`src/rtl/cpu_machine_controller.sv`:
```
// Instruction-sequencing FSM for the 8-bit teaching CPU.
// Each instruction runs a fixed 8-state sequence: two fetch cycles, an idle
// cycle, decode, then three opcode-dependent execute cycles and a tail cycle.
module cpu_machine_controller (
  input  logic       clk,
  input  logic       rst,
  input  logic       ena,
  input  logic [2:0] opcode,
  input  logic       zero,
  output logic       load_ir,
  output logic       rd,
  output logic       wr,
  output logic       inc_pc,
  output logic       load_pc,
  output logic       load_acc,
  output logic       datactl_ena,
  output logic       halt
);

  typedef enum logic [3:0] {
    S0, S1, S2, S3, S4, S5, S6, S7, HALTED
  } state_t;

  localparam logic [2:0] OP_HLT = 3'b000;
  localparam logic [2:0] OP_SKZ = 3'b001;
  localparam logic [2:0] OP_ADD = 3'b010;
  localparam logic [2:0] OP_AND = 3'b011;
  localparam logic [2:0] OP_XOR = 3'b100;
  localparam logic [2:0] OP_LDA = 3'b101;
  localparam logic [2:0] OP_STO = 3'b110;
  localparam logic [2:0] OP_JMP = 3'b111;

  state_t     r_state;
  state_t     w_next;
  logic [2:0] r_opc;
  logic       w_alu;
  logic       w_sto;
  logic       w_jmp;
  logic       w_skz;

  // Execute-phase decode works only from the latched opcode.
  assign w_alu = (r_opc == OP_ADD) || (r_opc == OP_AND) ||
                 (r_opc == OP_XOR) || (r_opc == OP_LDA);
  assign w_sto = (r_opc == OP_STO);
  assign w_jmp = (r_opc == OP_JMP);
  assign w_skz = (r_opc == OP_SKZ);

  // State register and opcode latch; opcode captured leaving FETCH_LO.
  always_ff @(posedge clk or negedge rst) begin
    if (!rst) begin
      r_state <= S0;
      r_opc   <= OP_HLT;
    end else begin
      r_state <= w_next;
      if (r_state == S1 && ena) r_opc <= opcode;
    end
  end

  // Next state: HALTED is sticky; a low enable aborts back to FETCH_HI.
  always_comb begin
    w_next = S0;
    if (r_state == HALTED) begin
      w_next = HALTED;
    end else if (ena) begin
      case (r_state)
        S0:      w_next = S1;
        S1:      w_next = S2;
        S2:      w_next = S3;
        S3:      w_next = (r_opc == OP_HLT) ? HALTED : S4;
        S4:      w_next = S5;
        S5:      w_next = S6;
        S6:      w_next = S7;
        default: w_next = S0;
      endcase
    end
  end

  // Strobe decode; everything is held low while reset is asserted.
  always_comb begin
    load_ir     = 1'b0;
    rd          = 1'b0;
    wr          = 1'b0;
    inc_pc      = 1'b0;
    load_pc     = 1'b0;
    load_acc    = 1'b0;
    datactl_ena = 1'b0;
    halt        = 1'b0;
    if (rst) begin
      case (r_state)
        S0, S1: begin
          load_ir = 1'b1;
          rd      = 1'b1;
          inc_pc  = 1'b1;
        end
        S4: begin
          rd          = w_alu;
          datactl_ena = w_sto;
          load_pc     = w_jmp;
          inc_pc      = w_skz & zero;
        end
        S5: begin
          rd          = w_alu;
          load_acc    = w_alu;
          wr          = w_sto;
          datactl_ena = w_sto;
          load_pc     = w_jmp;
        end
        S6: begin
          rd          = w_alu;
          datactl_ena = w_sto;
          inc_pc      = w_skz & zero;
        end
        HALTED:  halt = 1'b1;
        default: ;
      endcase
    end
  end

endmodule

```
`config.mk`:
```
export PLATFORM = sky130hd
export DESIGN_NAME = cpu_machine_controller
export DESIGN_NICKNAME = d
export VERILOG_FILES = /design/src/rtl/cpu_machine_controller.sv
export SDC_FILE = /design/constraint.sdc
export NUM_CORES = 1
export LEC_CHECK = 0
export ABC_AREA = 1
export CORE_AREA = 5 5 42 44
export CTS_CLUSTER_SIZE = 40
export DETAILED_ROUTE_END_ITERATION = 8
export DIE_AREA = 0 0 47 49
export HOLD_SLACK_MARGIN = 0.15
export PLACE_DENSITY = 0.63
export RECOVER_POWER = 25
export SYNTH_ARGS = -nofsm -noshare
export SYNTH_HDL_FRONTEND = slang
export SYNTH_SLANG_ARGS = --single-unit
```
`constraint.sdc`:
```
create_clock -name clk -period 1.15 [get_ports clk]
set_input_delay 0.23 -clock clk [delete_from_list [all_inputs] [get_ports clk]]
set_output_delay 0.23 -clock clk [all_outputs]
set_load 0.05 [all_outputs]
```
==> out/results.tsv <==
metric	value	unit
Synth Flop Type	dfrtp_1	
diodes inserted	0	
area grow syn2layout	118	%
GRT Overall Usage	0.116	
max-cap violation count	0	
number of fillers in the final layout	113	
outcome	finished with violations	
final worst setup slack	-403	ps
Max rail drop VDD	0.901	mV
leakage power	0.419	nW
main combinational cell family by area after synthesis	simple AND/OR/NAND/NOR gates	
unrepaired setup endpoints after global routing	yes	
average instance area after synthesis	7.10	sq um
part of the Yosys area used for sequential elements	0.405	
CP endpoint kind	output port	
post-synthesis cell type count	16	
hold violation count in the final report	0	
most repeated cell in the gate-level netlist after synthesis	nand2_1	
die height	49	microns
Clk Latency, worst-skew pair	250	ps
layout net count	107	
portion of synthesized cell area occupied by the leading cell type	0.405	
initial antenna violation count	0	
worst clock skew on the final layout	0.649	ps
global placement routability congestion	0.801	
total design power	1.20	mW
count of buffers from port buffering	14	
routed wire length	1.30	mm
Core Rows	14	
vias per cell	4.52	
horizontal die dimension	47	microns
Final Max Tran Viols	0	
setup-violating endpoint count in the final report	8	
arrival time of the worst setup path	1320	ps
achievable clock frequency	644	MHz
area of the core region	0.00140	sq mm
fraction of final layout cells with drive strength greater than 1	0.535	
clk sinks	7	
# placed instances	107	
clk slew on worst S/H paths	50	ps
die area	0.00230	sq mm
number of detailed-routing iterations run before antenna repair	4	
mux share of post-synthesis cell area	0	
cell count after synthesis	61	
CTS root buf	clkbuf_4	
CTS Buffer Depth	2	
Worst Setup Start Kind	flip-flop	
critical-path maximum fanout	5	
setup slack after placement	-495	ps
Detailed Place HPWL	1.00	mm
routed wirelength normalized by instance count	11.3	microns
vias in the first global route	501	
nets in the synthesized netlist	68	
Num CTS Buffers	3	
Detailed Route Iter0 Violations	8	
xor and xnor fraction of the mapped netlist area	0.0202	
count of vias placed by the detailed router	520	
I/O pin cnt	15	
Crit Path Class	flip-flop to output port	
CTS tree	yes	
Worst EP required	920	ps
Remaining DRCs	0	
Tightest Hold Check Type	input port to async pin	
cell area after technology mapping	433	sq um
Post-synth EDFFs	0	
non-filler instance count after layout	115	
worst hold-check slack	170	ps
global route overflow	0	
maximum number of pins on one net before global-route repair	8	
asr flop ratio synth	1.00	
final period demand of the worst path	1550	ps
fraction of the cycle the final worst path needs	1.35	
violated checks	negative setup slack	
starting utilization of the core area	0.309	
leading post-synthesis cells by cell area	dfrtp_1, nand2_1, nand3_1	
Warnings, synthesis	0	
area share of and/or/nand/nor cells after synthesis	0.434	
Max-slew headroom	0.766	
Yosys top cell by area	dfrtp_1	
first-pass GRT wire length	1.97	mm
post-synthesis adder-cell area fraction	0	
worst-margin pin slew	349	ps
final antenna-violating net count	0	
Fin Setup TNS	-2840	ps
area fraction in compound gates after synthesis	0.0434	
most instantiated cells after synthesis	nand2_1, inv_1, dfrtp_1, nand3_1, nor2_1	
number of register bits inferred by synthesis	7	
deepest level of the CTS H-tree	1	
total power divided by cell area	1270	mW/mm^2
==> per-stage QoR <==
step | utilization | instance area, sq um
after floorplan | - | 493
after global placement | 0.609 | 853
after detailed placement | 0.609 | 853
after CTS | 0.646 | 906
after global routing | 0.672 | 942
final | 0.672 | 942
==> final cells by class <==
class / count / area [sq um] / area share
inverters: 11 / 46.3 / 0.0491
clock buffers: 4 / 26.3 / 0.0279
well taps: 16 / 20.0 / 0.0212
repair buffers: 34 / 378 / 0.401
multi-input cells: 43 / 294 / 0.312
flip-flops and latches: 7 / 178 / 0.189
==> registers in the layout (all words and copies together), names as in the netlist <==
register,count
r_opc,3
r_state,4
==> logic make-up after synthesis <==
| logic type | count (synthesis) |
|---|---|
| XOR/XNOR | 1 |
| buffers and inverters | 11 |
| flip-flops | 7 |
| AO/OA/AOI/OAI | 3 |
| AND/OR/NAND/NOR | 39 |
==> where the power goes <==
group          total (mW)  switching [mW]  internal [mW]
Sequential          0.363          0.0649          0.298
Combinational       0.605           0.300          0.305
Clock               0.229          0.0958          0.133
==> path summary, 6_finish.rpt <==
path	from	to	slack (ps)	cells after the start
worst max register to register	r_state[3]	r_opc[1]	70	5
max in group asynchronous	rst	r_state[3]	350	3
min in group clk	opcode[2]	r_opc[2]	510	3
worst min-delay path	rst	r_state[2]	170	2
worst max-delay path	r_state[2]	load_acc	-400	5
worst min register to register	r_opc[0]	r_opc[0]	590	3
==> layout by cell type, fill, tap and decap left out, drive strengths merged, types with 2 or more instances in the layout <==
cell and instances:
nand3 8, dfrtp 7, dlygate4sd3 2, nor2 10, nand2 16, buf 26
o21ai 2, nand4 2, clkdlybuf4s50 5, clkbuf 4, inv 9
==> timing repair <==
action,CTS,global route
pin swaps,1,5
resized for setup,1,9
hold buffers,2,0
buffers inserted,1,2
endpoints found under the hold margin,1,0
endpoints found under the setup margin,8,13
==> worst max-delay path, cell delays in order (launching register included) <==
cell and delay, ps:
dfrtp_1 380, inv_2 70, nor2_4 150, nand2_2 100
nor3_4 210, buf_12 160
==> routing by layer <==
metal,wire (microns),up-vias,share of wire,track usage
li1,-,269,-,-
met1,527,234,0.40,0.140
met2,699,12,0.54,0.188
met3,54,5,0.041,0.0221
met4,22,0,0.017,0.0553
met5,0,-,0,0
Power figures use the tool's default switching activity.
